`src/rtl/bram_stream_reader.sv`:
```
// bram_stream_reader: sequences reads of a block-RAM address window and streams samples out
// through a small skid FIFO, with single-pass or looped playback.
module bram_stream_reader #(
    parameter int ADDR_W = 8,
    parameter int DATA_W = 16,
    parameter int FIFO_D = 2
) (
    input  logic              clk,
    input  logic              rst_n,
    input  logic              start,
    input  logic [ADDR_W-1:0] start_addr,
    input  logic [ADDR_W:0]   length,
    input  logic              loop_en,
    input  logic              stop,
    output logic [ADDR_W-1:0] raddr,
    output logic              read_en,
    output logic              rclke,
    input  logic [DATA_W-1:0] rdata,
    output logic [DATA_W-1:0] m_data,
    output logic              m_valid,
    input  logic              m_ready,
    output logic              m_last,
    output logic              busy,
    output logic              done
);
    localparam int PW = $clog2(FIFO_D);
    localparam int CW = $clog2(FIFO_D + 1);

    typedef enum logic [1:0] {IDLE, RUN, DRAIN} state_t;

    state_t            state_q, state_d;
    logic [ADDR_W-1:0] cur_q, cur_d, base_q, base_d;
    logic [ADDR_W:0]   len_q, len_d, cnt_q, cnt_d;
    logic              loop_q, loop_d, done_q, done_d;
    logic              rv_q, rv_last_q;
    logic [DATA_W-1:0] mem_data_q [FIFO_D];
    logic              mem_last_q [FIFO_D];
    logic [PW-1:0]     wp_q, rp_q;
    logic [CW-1:0]     fc_q, fc_d;
    logic              re, last_rd, pop, pop_mem, push_mem;

    // The word on rdata is visible at the output immediately and only lands in storage if not taken.
    assign m_valid = (fc_q != '0) || rv_q;
    assign m_data  = (fc_q != '0) ? mem_data_q[rp_q] : (rv_q ? rdata : '0);
    assign m_last  = (fc_q != '0) ? mem_last_q[rp_q] : (rv_q && rv_last_q);
    assign read_en = re;
    assign rclke   = re;
    assign raddr   = cur_q;
    assign busy    = state_q != IDLE;
    assign done    = done_q;

    always_comb begin
        re       = (state_q == RUN) && ((32'(fc_q) + 32'(rv_q)) < 32'(FIFO_D));
        last_rd  = cnt_q == len_q - (ADDR_W + 1)'(1);
        pop      = m_valid && m_ready;
        pop_mem  = pop && (fc_q != '0);
        push_mem = rv_q && !(pop && (fc_q == '0));
        fc_d     = fc_q + CW'(push_mem) - CW'(pop_mem);
        state_d  = state_q;
        cur_d    = cur_q;
        base_d   = base_q;
        len_d    = len_q;
        cnt_d    = cnt_q;
        loop_d   = loop_q;
        done_d   = 1'b0;
        case (state_q)
            IDLE: if (start) begin
                state_d = RUN;
                base_d  = start_addr;
                cur_d   = start_addr;
                len_d   = (length == '0) ? (ADDR_W + 1)'(2 ** ADDR_W) : length;
                cnt_d   = '0;
                loop_d  = loop_en;
            end
            RUN: begin
                if (re) begin
                    cur_d = last_rd ? base_q : cur_q + ADDR_W'(1);
                    cnt_d = last_rd ? '0 : cnt_q + (ADDR_W + 1)'(1);
                    if (last_rd && !loop_q) state_d = DRAIN;
                end
                if (stop) state_d = DRAIN;
            end
            DRAIN: if (fc_d == '0) begin
                state_d = IDLE;
                done_d  = 1'b1;
            end
            default: state_d = IDLE;
        endcase
    end

    always_ff @(posedge clk) begin
        if (!rst_n) begin
            state_q   <= IDLE;
            cur_q     <= '0;
            base_q    <= '0;
            len_q     <= '0;
            cnt_q     <= '0;
            loop_q    <= 1'b0;
            done_q    <= 1'b0;
            rv_q      <= 1'b0;
            rv_last_q <= 1'b0;
            wp_q      <= '0;
            rp_q      <= '0;
            fc_q      <= '0;
        end else begin
            state_q   <= state_d;
            cur_q     <= cur_d;
            base_q    <= base_d;
            len_q     <= len_d;
            cnt_q     <= cnt_d;
            loop_q    <= loop_d;
            done_q    <= done_d;
            rv_q      <= re;
            rv_last_q <= re && last_rd;
            wp_q      <= wp_q + PW'(push_mem);
            rp_q      <= rp_q + PW'(pop_mem);
            fc_q      <= fc_d;
        end
    end

    always_ff @(posedge clk) begin
        if (push_mem) begin
            mem_data_q[wp_q] <= rdata;
            mem_last_q[wp_q] <= rv_last_q;
        end
    end
endmodule

```
`config.mk`:
```
export PLATFORM = sky130hd
export DESIGN_NAME = bram_stream_reader
export DESIGN_NICKNAME = d
export VERILOG_FILES = /design/src/rtl/bram_stream_reader.sv
export SDC_FILE = /design/constraint.sdc
export NUM_CORES = 1
export LEC_CHECK = 0
export BUFFER_PORTS_ARGS = -buffer_cell sky130_fd_sc_hd__clkbuf_2
export CELL_PAD_IN_SITES_DETAIL_PLACEMENT = 0
export CELL_PAD_IN_SITES_GLOBAL_PLACEMENT = 2
export CORE_MARGIN = 2
export CORE_UTILIZATION = 37
export DETAILED_ROUTE_END_ITERATION = 10
export PLACE_DENSITY = 0.87
export SETUP_SLACK_MARGIN = 0.5
export SLEW_MARGIN = 10
export SYNTH_ARGS = -nofsm -noshare
export SYNTH_HDL_FRONTEND = slang
export SYNTH_SLANG_ARGS = --single-unit
```
`constraint.sdc`:
```
create_clock -name clk -period 5.4 [get_ports clk]
set_clock_uncertainty 0.1 [all_clocks]
set_input_delay 0.27 -clock clk [delete_from_list [all_inputs] [get_ports clk]]
set_output_delay 0.27 -clock clk [all_outputs]
set_load 0.01 [all_outputs]
```
==> metrics.txt, run 1 <==
outcome=finished clean; area taken by flip-flops and latches=1920 sq um; highest-count cells in the layout ignoring fill and taps=sky130_fd_sc_hd__clkbuf_2 (68), sky130_fd_sc_hd__nand2_1 (56), sky130_fd_sc_hd__dfxtp_1 (45); Synth Flop Type=sky130_fd_sc_hd__dfxtp_1; TritonCTS sink count=79; Critical Path End Type=flop; floorplan die area=approximately 11000 sq um; startpoint of the worst-slack reg-to-reg timing path=rv_q$_SDFF_PN0_; slew at the pin closest to its max-slew limit=roughly 1 ns; critical path class=flop to flop; grt met2 use=0.259; M3 GR Usage=0.0405; quantity of I/O buffers inserted on ports=between 60 and 70; clock period minus worst slack=roughly 2.9 ns; post-detail-place hpwl=5880 um; power density cells=421 nW/um^2; critical path launch point type=flop; slew margin rel.=0.332; starting DRC count in detailed routing=around 140; number of global-route vias before repair=between 2000 and 3000; Synth Instances=394; Critical Path RT=about 5.5 ns; fraction of registers with async set or reset after synthesis=0; hold-fix buffers at CTS=0; clock root buffer=sky130_fd_sc_hd__clkbuf_8; post-route DRC violation count=0; Core Box Area=10200 sq um; total chip power=0.00190 W; depth of the most critical reg-to-reg path=6; unrepaired setup endpoints after global routing=false; highest-utilization routing layer at the global route stage=met2; Rows=37; Total GRT Usage=0.162; layout overhead on the synthesized area=17.5%; average vias per placed instance=5.11; total number of H-tree levels=3; Mapped Avg Cell Area=9.75 sq um; top-area cell type share of the netlist area=0.266; number of buffers added by the clock tree synthesis step=9; weighted congestion reported at the end of routability-driven placement=0.736; global-route wire length before repair=14200 um; clock network latency to the later pin of the worst-skew pair=~0.36 ns; Chip Height=106 um; Yosys cell types=between 40 and 50; summed instance area of the synthesized netlist=about 3800 sq um; Leakage Power=approximately 1.8 nW; maximum ir drop on the vdd rail=0.172 mV; Wirelength per Cell=14.5 um; Setup Viol. Count Final=0; relative contribution of sequential cells to total power=0.426; # fillers=1035; Hold/Removal Path Class=primary input to flop; Detailed Routing Iterations Pass 1=4; critical path's largest stage delay=approximately 0.67 ns; share of post-route cells with drive strength above 1=0.199; number of warning messages in the yosys log=0; overall via count from detail_route=3029; Pint=approximately 0.0012 W; Post-synth EDFFs=34; post-cts gate resize count=0; sw frac=0.343; number of setup buffers added after CTS=0; register clock-pin slew on the reported worst setup and hold paths=0.09 ns; most common cell after layout, fill and taps aside=sky130_fd_sc_hd__clkbuf_2; multi-input combinational cell area=1790 sq um; effective utilization at floorplan=0.377; horizontal die dimension=between 100 and 150 um; dominant cell type by area after synthesis=sky130_fd_sc_hd__edfxtp_1; ANT nets after route=0; top post-synthesis cells by area=sky130_fd_sc_hd__edfxtp_1 (27%), sky130_fd_sc_hd__dfxtp_1 (23%), sky130_fd_sc_hd__mux2i_1 (6.0%); signal arrival time at the worst endpoint=3.01 ns; biggest fanout along the worst timing path=20; CTS tree=built; accumulated negative setup slack=0 ns; worst min-delay path startpoint=rdata[8]; combinational power share=0.291; CP most frequent cell=sky130_fd_sc_hd__nand2_1; part of the cycle the worst path needs=0.531; pins over their slew limit=0; I/O pin count=69; first element of the critical path=rv_q$_SDFF_PN0_; GR Overflow Total=0; post-synthesis sequential area ratio=0.500; final wirelength=8580 um; largest net degree at the start of global routing=50; cell-by-cell trace of the critical path=a21oi_1 > mux2i_1 > nor2_1 > nand2_1 > nand2_1 > a21boi_0; Achievable Freq=0.349 GHz; instance count along the most critical hold path=1; Max Root-Sink Buffers=2; net count reported at finish=approximately 500; net count of the mapped netlist=440; initial antenna violation count=0; power spent charging and discharging nets=0.000652 W; number of endpoints with negative hold slack in the final report=0; total inserted antenna cells=0; count of max-cap constraint violations=0; GRT met1 Usage=0.204; highest-delay cell along the critical path=sky130_fd_sc_hd__nor2_1; share of total power in the clock network=0.284; number of storage elements in the synthesis netlist=79
sequential cells by signal, indices dropped and copies added, names as in the netlist, named ones only:
| register | cells |
|---|---|
| base_q | 8 |
| cnt_q | 9 |
| done | 1 |
| fc_q | 2 |
| len_q | 9 |
| loop_q | 1 |
| mem_data_q | 32 |
| mem_last_q | 2 |
| raddr | 8 |
| rp_q | 1 |
| rv_last_q | 1 |
| rv_q | 1 |
| state_q | 2 |
| wp_q | 1 |
cells by family (layout without fill, tap and decap cells):
group / Yosys count / in the layout / synth area share
compound gates: 90 / 90 / 0.150
xor+xnor: 14 / 14 / 0.0319
fa+ha+maj: 7 / 7 / 0.0228
buf+inv: 33 / 96 / 0.0362
flops: 79 / 79 / 0.500
mux: 23 / 23 / 0.0599
simple gates: 148 / 148 / 0.199
metal layers:
metal | up-vias | wire, um
met5 | - | 0
met4 | 0 | 179
met3 | 15 | 408
met2 | 78 | 3910
met1 | 1407 | 4080
li1 | 1529 | -
path summary, 6_finish.rpt:
path	to	slack, ns
min reg2reg	base_q[6]$_SDFFE_PN0P_	0.37
max reg2reg	base_q[7]$_SDFFE_PN0P_	2.53
max	base_q[7]$_SDFFE_PN0P_	2.53
min	mem_data_q[1][8]$_DFFE_PP_	0.02
critical path, delay by kind of cell, from the launching register on:
family           cells  cell delay, ns
AND/OR/NAND/NOR      3            1.46
flip-flops           1            0.57
AO/OA/AOI/OAI        2            0.47
multiplexers         1            0.14
cell type report:
type                       count  area share
clock buffer                  10      0.0283
clock inverter                 6      0.0258
inverter                      11     0.00915
multi-input combinational    282       0.396
sequential                    79       0.426
tap                          136      0.0377
timing repair buffer          69      0.0771
per-stage QoR:
stage / util / instances / hold WS (ns) / area (sq um) / setup WS [ns]
6_report: 0.443 / 593 / 0.0186 / 4510 / 2.53
5_1_grt: 0.443 / 593 / 0.000234 / 4510 / 2.15
4_1_cts: 0.443 / 593 / 0.00269 / 4510 / 2.43
3_5_place_dp: 0.419 / 577 / 0.368 / 4260 / 2.42
3_3_place_gp: 0.419 / 577 / 0.342 / 4260 / 2.42
2_1_floorplan: - / 394 / 0.269 / 3840 / 2.83
Yosys cell counts, types with 2 or more instances:
cell / n
sky130_fd_sc_hd__dfxtp_1: 45
sky130_fd_sc_hd__nor2_1: 13
sky130_fd_sc_hd__buf_4: 2
sky130_fd_sc_hd__o31ai_1: 2
sky130_fd_sc_hd__nand3b_1: 2
sky130_fd_sc_hd__o21ai_0: 33
sky130_fd_sc_hd__clkbuf_1: 18
sky130_fd_sc_hd__xnor2_1: 5
sky130_fd_sc_hd__nand2_1: 56
sky130_fd_sc_hd__a22o_1: 4
sky130_fd_sc_hd__or2_2: 2
sky130_fd_sc_hd__nand4b_1: 2
sky130_fd_sc_hd__nor4_1: 2
sky130_fd_sc_hd__nand3_1: 27
sky130_fd_sc_hd__nor3_1: 2
sky130_fd_sc_hd__a21boi_0: 19
sky130_fd_sc_hd__a311oi_1: 2
sky130_fd_sc_hd__xor2_1: 9
sky130_fd_sc_hd__ha_1: 7
sky130_fd_sc_hd__mux2i_1: 23
sky130_fd_sc_hd__nand2b_1: 2
sky130_fd_sc_hd__inv_1: 11
sky130_fd_sc_hd__and3b_1: 5
sky130_fd_sc_hd__o211ai_1: 3
sky130_fd_sc_hd__and2_1: 6
sky130_fd_sc_hd__and3_1: 7
sky130_fd_sc_hd__a21oi_1: 10
sky130_fd_sc_hd__a31oi_1: 7
sky130_fd_sc_hd__o21ai_1: 2
sky130_fd_sc_hd__edfxtp_1: 34
sky130_fd_sc_hd__nor2b_1: 9
sky130_fd_sc_hd__or3_1: 6
power by group through the flow:
stage | clock network (W) | logic (W) | registers [W]
2_1_floorplan | 0 | 0.000422 | 0.000777
3_3_place_gp | 0 | 0.000553 | 0.000823
3_5_place_dp | 0 | 0.000559 | 0.000825
4_1_cts | 0.000557 | 0.000561 | 0.000811
5_1_grt | 0.000574 | 0.000624 | 0.000828
6_report | 0.000539 | 0.000553 | 0.000810
(Power assumes the default switching activity.)
==> run 2, diff against run 1 <==
--- a/config.mk
+++ b/config.mk
@@ -5,13 +5,14 @@
 export SDC_FILE = /design/constraint.sdc
 export NUM_CORES = 1
 export LEC_CHECK = 0
+export ABC_AREA = 1
 export BUFFER_PORTS_ARGS = -buffer_cell sky130_fd_sc_hd__clkbuf_2
 export CELL_PAD_IN_SITES_DETAIL_PLACEMENT = 0
 export CELL_PAD_IN_SITES_GLOBAL_PLACEMENT = 2
 export CORE_MARGIN = 2
-export CORE_UTILIZATION = 37
+export CORE_UTILIZATION = 33
 export DETAILED_ROUTE_END_ITERATION = 10
-export PLACE_DENSITY = 0.87
+export PLACE_DENSITY = 0.82
 export SETUP_SLACK_MARGIN = 0.5
 export SLEW_MARGIN = 10
 export SYNTH_ARGS = -nofsm -noshare
==> constraint.sdc (replaced) <==
create_clock -name clk -period 2.79 [get_ports clk]
set_clock_uncertainty 0.1 [all_clocks]
set_input_delay 0.1395 -clock clk [delete_from_list [all_inputs] [get_ports clk]]
set_output_delay 0.1395 -clock clk [all_outputs]
set_load 0.01 [all_outputs]
==> run 2 against run 1 <==
Synthesized area increased by 5.0%. Combinational power increased by 130%. Die area increased by 17%. First-iteration DRC count decreased by 30%. Via count increased by 19%. Worst hold slack got worse by 0.012 ns. Core utilization decreased by 1.0 points. Sequential power increased by 74%. Non-clock buffer count increased by 39. Register-to-register slack got worse by 1.9 ns. Worst setup slack got worse by 1.9 ns. Critical endpoint is now state_q[1]$_SDFFE_PN0P_.
==> metrics.txt, run 2 <==
initial antenna violation count=0 (unchanged); share of post-route cells with drive strength above 1=0.254 (+0.0551); xor/xnor share of the synthesized area=0.0260 (-0.00588); TritonCTS sink count=79 (unchanged); most common cell after layout, fill and taps aside=sky130_fd_sc_hd__clkbuf_2; pins over their slew limit=0 (unchanged); global-route wire length before repair=16500 um (+16%); fraction of registers with async set or reset after synthesis=0 (unchanged); post-detailed-placement cell area=4550 sq um (+6.7%); starting DRC count in detailed routing=99 (-30%); Yosys cell types=31 (-37%); accumulated negative setup slack=0 ns (unchanged); Achievable Freq=0.471 GHz (+35%); number of endpoints with negative hold slack in the final report=0 (unchanged); critical path class=flop to flop; Post-synth EDFFs=34 (unchanged); largest registers=mem_data_q (32), cnt_q (9), len_q (9); Mapped Avg Cell Area=8.25 sq um (-15%); register clock-pin slew on the reported worst setup and hold paths=0.06 ns (-0.03 ns); grt met2 use=0.262 (+0.00295); total inserted antenna cells=0 (unchanged); quantity of I/O buffers inserted on ports=68 (unchanged); Core Box Area=12000 sq um (+17%); most flop-heavy register=mem_data_q; highest-utilization routing layer at the global route stage=met2; dominant cell type by area after synthesis=sky130_fd_sc_hd__edfxtp_1; Simple-Gate Fraction of Synth Area=0.245 (+0.0453); biggest fanout along the worst timing path=4 (-80%); count of max-cap constraint violations=0 (unchanged); unrepaired setup endpoints after global routing=true; final wirelength=10000 um (+17%); CTS tree=built; post-synthesis sequential area ratio=0.476 (-0.0240); GR Overflow Total=0 (unchanged); top post-synthesis cells by area=sky130_fd_sc_hd__edfxtp_1 (25%), sky130_fd_sc_hd__dfxtp_1 (22%), sky130_fd_sc_hd__o21ai_0 (7.4%); highest-count cells in the layout ignoring fill and taps=sky130_fd_sc_hd__clkbuf_2 (68), sky130_fd_sc_hd__nand2_1 (64), sky130_fd_sc_hd__o21ai_0 (58); post-detail-place hpwl=6910 um (+17%); post-synthesis share of cell area spent on full adders, half adders and majority gates=0.0217 (-0.00110); power density cells=741 nW/um^2 (+76%); most frequently used cell type in the post-synthesis netlist=sky130_fd_sc_hd__nand2_1; area of all placed cells without fillers=5180 sq um (+15%); outcome=finished clean; layout overhead on the synthesized area=28.3%; net count of the mapped netlist=535 (+22%); GRT met1 Usage=0.213 (+0.00913); I/O pin count=69 (unchanged); clock root buffer=sky130_fd_sc_hd__clkbuf_16; multiplexer share of the synthesized area=0 (-0.0599); number of global-route vias before repair=3474 (+20%); number of storage elements in the synthesis netlist=79 (unchanged); Hold/Removal Path Class=primary input to flop; Rows=40 (+8.1%); top cell types by occurrence after synthesis=sky130_fd_sc_hd__nand2_1 (64), sky130_fd_sc_hd__o21ai_0 (60), sky130_fd_sc_hd__inv_1 (53), sky130_fd_sc_hd__nand3_1 (49), sky130_fd_sc_hd__nor2_1 (46); post-route DRC violation count=0 (unchanged); overall via count from detail_route=3600 (+19%); slew margin rel.=0.749 (+0.417); part of the cycle the worst path needs=0.761 (+0.230); Largest register FFs=32 (unchanged); M3 GR Usage=0.0238 (-0.0166); # fillers=1209 (+17%); total number of H-tree levels=3 (unchanged); fraction of the mapped netlist area in compound gates=0.148 (-0.00129); ANT nets after route=0 (unchanged); Max Root-Sink Buffers=2 (unchanged); horizontal die dimension=115 um (+8.2%); Synth Instances=489 (+24%); area taken by flip-flops and latches=1930 sq um (+0.26%); average vias per placed instance=4.86 (-4.9%); maximum ir drop on the vdd rail=0.330 mV (+91%); weighted congestion reported at the end of routability-driven placement=0.779 (+5.8%); floorplan die area=13100 sq um (+17%); multi-input combinational cell area=1830 sq um (+2.3%); Critical Path End Type=flop; Leakage Power=2.14 nW (+19%); number of buffers added by the clock tree synthesis step=9 (unchanged); critical path launch point type=flop; clock period minus worst slack=2.12 ns (-0.745 ns); main combinational cell family by area after synthesis=simple AND/OR/NAND/NOR gates; Critical Path RT=2.92 ns (-2.62 ns); effective utilization at floorplan=0.337 (-0.0398); top-area cell type share of the netlist area=0.253 (-0.0128); largest net degree at the start of global routing=29 (-42%); slew at the pin closest to its max-slew limit=0.375 ns (-0.626 ns); clock network latency to the later pin of the worst-skew pair=0.33 ns (-0.03 ns); Synth Flop Type=sky130_fd_sc_hd__dfxtp_1; Total GRT Usage=0.158 (-0.00366); Setup Viol. Count Final=0 (unchanged); summed instance area of the synthesized netlist=4040 sq um (+5.0%); number of warning messages in the yosys log=0 (unchanged); Detailed Routing Iterations Pass 1=4 (unchanged); signal arrival time at the worst endpoint=2.25 ns (-0.76 ns); net count reported at finish=635 (+28%); Wirelength per Cell=13.5 um (-6.4%); Chip Height=115 um (+8.2%)
-- run 2: cell types whose count changed after synthesis, moves of 22 or more --
cell / before / now
sky130_fd_sc_hd__a21oi_1: 10 / 38
sky130_fd_sc_hd__nor2_1: 13 / 46
sky130_fd_sc_hd__nand3_1: 27 / 49
sky130_fd_sc_hd__inv_1: 11 / 53
sky130_fd_sc_hd__o21ai_0: 33 / 60
sky130_fd_sc_hd__mux2i_1: 23 / 0
-- run 2: worst paths after layout --
check	start	to	slack (ns)	cells after the start
worst max register to register	fc_q[0]$_SDFF_PN0_	state_q[1]$_SDFFE_PN0P_	0.67	13
worst max-delay path	fc_q[0]$_SDFF_PN0_	state_q[1]$_SDFFE_PN0P_	0.67	13
worst min-delay path	start_addr[7]	raddr[7]$_SDFFE_PN0P_	0.007	3
worst min register to register	base_q[0]$_SDFFE_PN0P_	base_q[0]$_SDFFE_PN0P_	0.35	2
-- run 2: critical path, stage by stage, from the launching register on --
cell                      delay [ns]
sky130_fd_sc_hd__dfxtp_2        0.36
sky130_fd_sc_hd__nor2_4         0.06
sky130_fd_sc_hd__a21oi_2        0.14
sky130_fd_sc_hd__inv_1          0.08
sky130_fd_sc_hd__ha_4           0.26
sky130_fd_sc_hd__inv_1          0.04
sky130_fd_sc_hd__ha_2           0.17
sky130_fd_sc_hd__xnor2_2        0.16
sky130_fd_sc_hd__xor2_1         0.20
sky130_fd_sc_hd__nand2_1        0.10
sky130_fd_sc_hd__nand3_1        0.08
sky130_fd_sc_hd__o21ai_1        0.08
sky130_fd_sc_hd__o21ai_1        0.15
sky130_fd_sc_hd__a21oi_2        0.04
-- run 2: metrics by stage --
| step | util | total power [W] | hold WS, ns | setup slack (ns) | cells |
|---|---|---|---|---|---|
| 3_3_place_gp | 0.380 | 0.00261 | 0.246 | 0.619 | 696 |
| 2_1_floorplan | - | 0.00221 | 0.138 | 0.512 | 489 |
| 5_1_grt | 0.433 | 0.00411 | 0.0306 | 0.449 | 741 |
| 3_5_place_dp | 0.380 | 0.00263 | 0.251 | 0.520 | 696 |
| 4_1_cts | 0.426 | 0.00382 | 0.000897 | 0.525 | 738 |
| 6_report | 0.433 | 0.00384 | 0.00664 | 0.666 | 741 |
-- run 2: timing repair --
action,4_1_cts,5_1_grt
pin swaps,1,5
endpoints found under the hold margin,41,0
hold buffers,25,0
setup endpoints to repair,1,27
buffers inserted,1,3
gates resized for setup,0,14
-- run 2: kinds of logic after synthesis --
logic type	count (synthesis)
xor+xnor	12
simple gates	194
compound gates	114
buf+inv	83
flops	79
fa+ha+maj	7
-- run 2: area by class of cell --
type                            instances  share of cell area
Sequential cell                        79               0.372
Multi-Input combinational cell        327               0.353
Timing Repair Buffer                  108               0.136
Inverter                               64              0.0471
Clock buffer                           10              0.0442
Tap cell                              147              0.0355
Clock inverter                          6              0.0116
-- run 2: metal layers --
layer,part of all wire,wire [um]
met1,0.48,4800
met2,0.47,4680
met3,0.044,443
met4,0.011,107
met5,0,0
-- run 2: where the power goes --
part | switching [W] | leakage, nW | total, W | internal, W
logic | 0.000798 | 1.32 | 0.00126 | 0.000460
registers | 0.0000912 | 0.678 | 0.00141 | 0.00132
clock network | 0.000475 | 0.140 | 0.00117 | 0.000691
total | 0.00136 | 2.14 | 0.00384 | 0.00247
==> run 3, diff against run 2 <==
--- a/config.mk
+++ b/config.mk
@@ -10,9 +10,9 @@
 export CELL_PAD_IN_SITES_DETAIL_PLACEMENT = 0
 export CELL_PAD_IN_SITES_GLOBAL_PLACEMENT = 2
 export CORE_MARGIN = 2
-export CORE_UTILIZATION = 33
+export CORE_UTILIZATION = 30
 export DETAILED_ROUTE_END_ITERATION = 10
-export PLACE_DENSITY = 0.82
+export PLACE_DENSITY = 0.79
 export SETUP_SLACK_MARGIN = 0.5
 export SLEW_MARGIN = 10
 export SYNTH_ARGS = -nofsm -noshare
==> constraint.sdc (replaced) <==
create_clock -name clk -period 1.85 [get_ports clk]
set_clock_uncertainty 0.1 [all_clocks]
set_input_delay 0.0925 -clock clk [delete_from_list [all_inputs] [get_ports clk]]
set_output_delay 0.0925 -clock clk [all_outputs]
set_load 0.01 [all_outputs]
==> run 3 against run 2 <==
The flow now finishes with violations (negative setup slack). Power increased by 80%. Die area increased by 9.6%. Maximum frequency increased by 2.9%. Clock power increased by 65%. Sequential share of layout area decreased by 6.7 points. Global-route usage increased by 0.61 points. Non-clock buffer count increased by 48. Combinational power increased by 130%. Critical endpoint unchanged. Highest routed layer unchanged.
==> metrics.txt, run 3 (synthesis gave the netlist of run 2 again) <==
clock root buffer=sky130_fd_sc_hd__clkbuf_16; signal arrival time at the worst endpoint=2.20 ns (-0.05 ns); Wirelength per Cell=14.0 um (+3.2%); effective utilization at floorplan=0.306 (-0.0314); share of post-route cells with drive strength above 1=0.402 (+0.147); initial antenna violation count=0 (unchanged); Total GRT Usage=0.164 (+0.00613); critical path's largest stage delay=0.35 ns (about the same); Rows=42 (+5.0%); Setup Viol. Count Final=14 (+14); starting DRC count in detailed routing=159 (+61%); part of the cycle the worst path needs=1.12 (+0.355); largest registers=mem_data_q (32), cnt_q (9), len_q (9); capture instance of the worst register-to-register path=state_q[1]$_SDFFE_PN0P_; total number of H-tree levels=3 (unchanged); Critical Path RT=1.99 ns (-0.93 ns); ANT nets after route=0 (unchanged); total inserted antenna cells=0 (unchanged); Placed Instances=743 (+6.8%); flop-to-flop setup slack=-0.21 ns (-0.88 ns); global-route wire length before repair=18400 um (+12%); register clock-pin slew on the reported worst setup and hold paths=0.06 ns (about the same); accumulated negative setup slack=-0.627 ns (-0.627 ns); post-detail-place hpwl=7150 um (+3.6%); Hold/Removal Path Class=primary input to flop; final worst setup slack=-0.215 ns (-0.881 ns); pins over their slew limit=0 (unchanged); slew margin rel.=0.742 (-0.00669); multi-input combinational cell area=2280 sq um (+24%); Hold Path Sink=state_q[0]$_SDFFE_PN0P_; slew at the pin closest to its max-slew limit=0.385 ns (+0.00991 ns); highest-delay cell along the critical path=sky130_fd_sc_hd__dfxtp_2; CTS tree=built; clock period minus worst slack=2.06 ns (-0.0590 ns); floorplan die area=14400 sq um (+9.6%); Largest register FFs=32 (unchanged); Detailed Routing Iterations Pass 1=4 (unchanged); Max Root-Sink Buffers=2 (unchanged); number of global-route vias before repair=3736 (+7.5%); cell-by-cell trace of the critical path=nor2_4 > a21oi_4 > inv_2 > ha_4 > inv_2 > ha_4 > xnor2_4 > xor2_2 > nand2_1 > nand3_1 > o21ai_2 > o21ai_1 > a21oi_2; GR Overflow Total=0 (unchanged); instance count along the most critical hold path=3 (unchanged); Leakage Power=2.50 nW (+17%); most flop-heavy register=mem_data_q; Buf/Inv on CP=2 (unchanged); clock network latency to the later pin of the worst-skew pair=0.34 ns (about the same); most common cell after layout, fill and taps aside=sky130_fd_sc_hd__clkbuf_2; number of endpoints with negative hold slack in the final report=0 (unchanged); critical path class=flop to flop; power density cells=1090 nW/um^2 (+47%); area taken by flip-flops and latches=1930 sq um (+0.26%); final wirelength=11500 um (+14%); worst min-delay path startpoint=rst_n; post-route insts no fill=821 (+11%); quantity of I/O buffers inserted on ports=68 (unchanged); kind of cell adding the most delay to the critical path=adder cells; net count reported at finish=686 (+8.0%); Critical Path End Type=flop; unrepaired setup endpoints after global routing=true; startpoint of the worst-slack reg-to-reg timing path=fc_q[1]$_SDFF_PN0_; overall via count from detail_route=3788 (+5.2%); I/O pin count=69 (unchanged); number of buffers added by the clock tree synthesis step=9 (unchanged); total chip power=0.00692 W (+80%); count of max-cap constraint violations=0 (unchanged); Final Util=0.480 (+0.0471); average vias per placed instance=4.61 (-5.0%); post-route DRC violation count=0 (unchanged); horizontal die dimension=120 um (+4.7%); TritonCTS sink count=79 (unchanged); weighted congestion reported at the end of routability-driven placement=0.788 (+1.2%); maximum ir drop on the vdd rail=0.571 mV (+73%); depth of the most critical reg-to-reg path=13 (unchanged); biggest fanout along the worst timing path=3 (-1); largest net degree at the start of global routing=29 (unchanged); violated checks=negative setup slack; Chip Height=120 um (+4.7%); Achievable Freq=0.484 GHz (+2.9%); outcome=complete, but fails checks; layout overhead on the synthesized area=56.8%; # fillers=1271 (+5.1%); Core Box Area=13200 sq um (+10%); critical path launch point type=flop; highest-count cells in the layout ignoring fill and taps=sky130_fd_sc_hd__clkbuf_2 (60), sky130_fd_sc_hd__nand2_1 (52), sky130_fd_sc_hd__inv_1 (47)
-- run 3: power breakdown --
group          internal [W]  switching, W
sequential          0.00199      0.000144
combinational       0.00126       0.00159
clock               0.00119      0.000740
total               0.00444       0.00247
-- run 3: worst max-delay path by stage --
stage | startpoint | to | slack (ns) | depth (start not counted)
after detailed placement | fc_q[0]$_SDFF_PN0_ | state_q[1]$_SDFFE_PN0P_ | -0.23 | 13
final | fc_q[1]$_SDFF_PN0_ | state_q[1]$_SDFFE_PN0P_ | -0.21 | 13
after global routing | fc_q[1]$_SDFF_PN0_ | state_q[1]$_SDFFE_PN0P_ | -0.34 | 13
after global placement | fc_q[0]$_SDFF_PN0_ | state_q[1]$_SDFFE_PN0P_ | -0.17 | 13
after floorplan | fc_q[1]$_SDFF_PN0_ | state_q[1]$_SDFFE_PN0P_ | -0.27 | 14
after CTS | fc_q[0]$_SDFF_PN0_ | state_q[1]$_SDFFE_PN0P_ | -0.20 | 13
-- run 3: through the flow --
stage                     setup slack (ns)  cell area (sq um)  hold WS (ns)
after floorplan                     -0.266               4160        0.0914
after global placement              -0.166               4820         0.201
after detailed placement            -0.230               4820         0.211
after CTS                           -0.195               6120        0.0195
after global routing                -0.342               6330        0.0922
final                               -0.215               6330        0.0606
-- run 3: routing by layer --
metal	track usage	wire, um
met2	0.278	5650
met5	0	0
met4	0.0618	190
met3	0.0337	441
met1	0.205	5190
-- run 3: worst min-delay path: stages --
cell,delay [ns]
sky130_fd_sc_hd__clkbuf_2,0.09
sky130_fd_sc_hd__clkinv_1,0.23
sky130_fd_sc_hd__a21oi_2,0.04
-- run 3: layout make-up --
class,count,share of cell area
clock buffer,10,0.0362
sequential,79,0.305
inverter,64,0.0393
tap,176,0.0348
clock inverter,6,0.0148
timing repair buffer,156,0.210
multi-input combinational,330,0.360
-- run 3: what timing repair did --
| action | in CTS | in global routing |
|---|---|---|
| pin swaps | 36 | 28 |
| cloned | 9 | 0 |
| hold endpoints to repair | 59 | 0 |
| resized for setup | 112 | 48 |
| setup endpoints to repair | 80 | 89 |
| setup buffers | 15 | 3 |
| hold buffers | 35 | 0 |
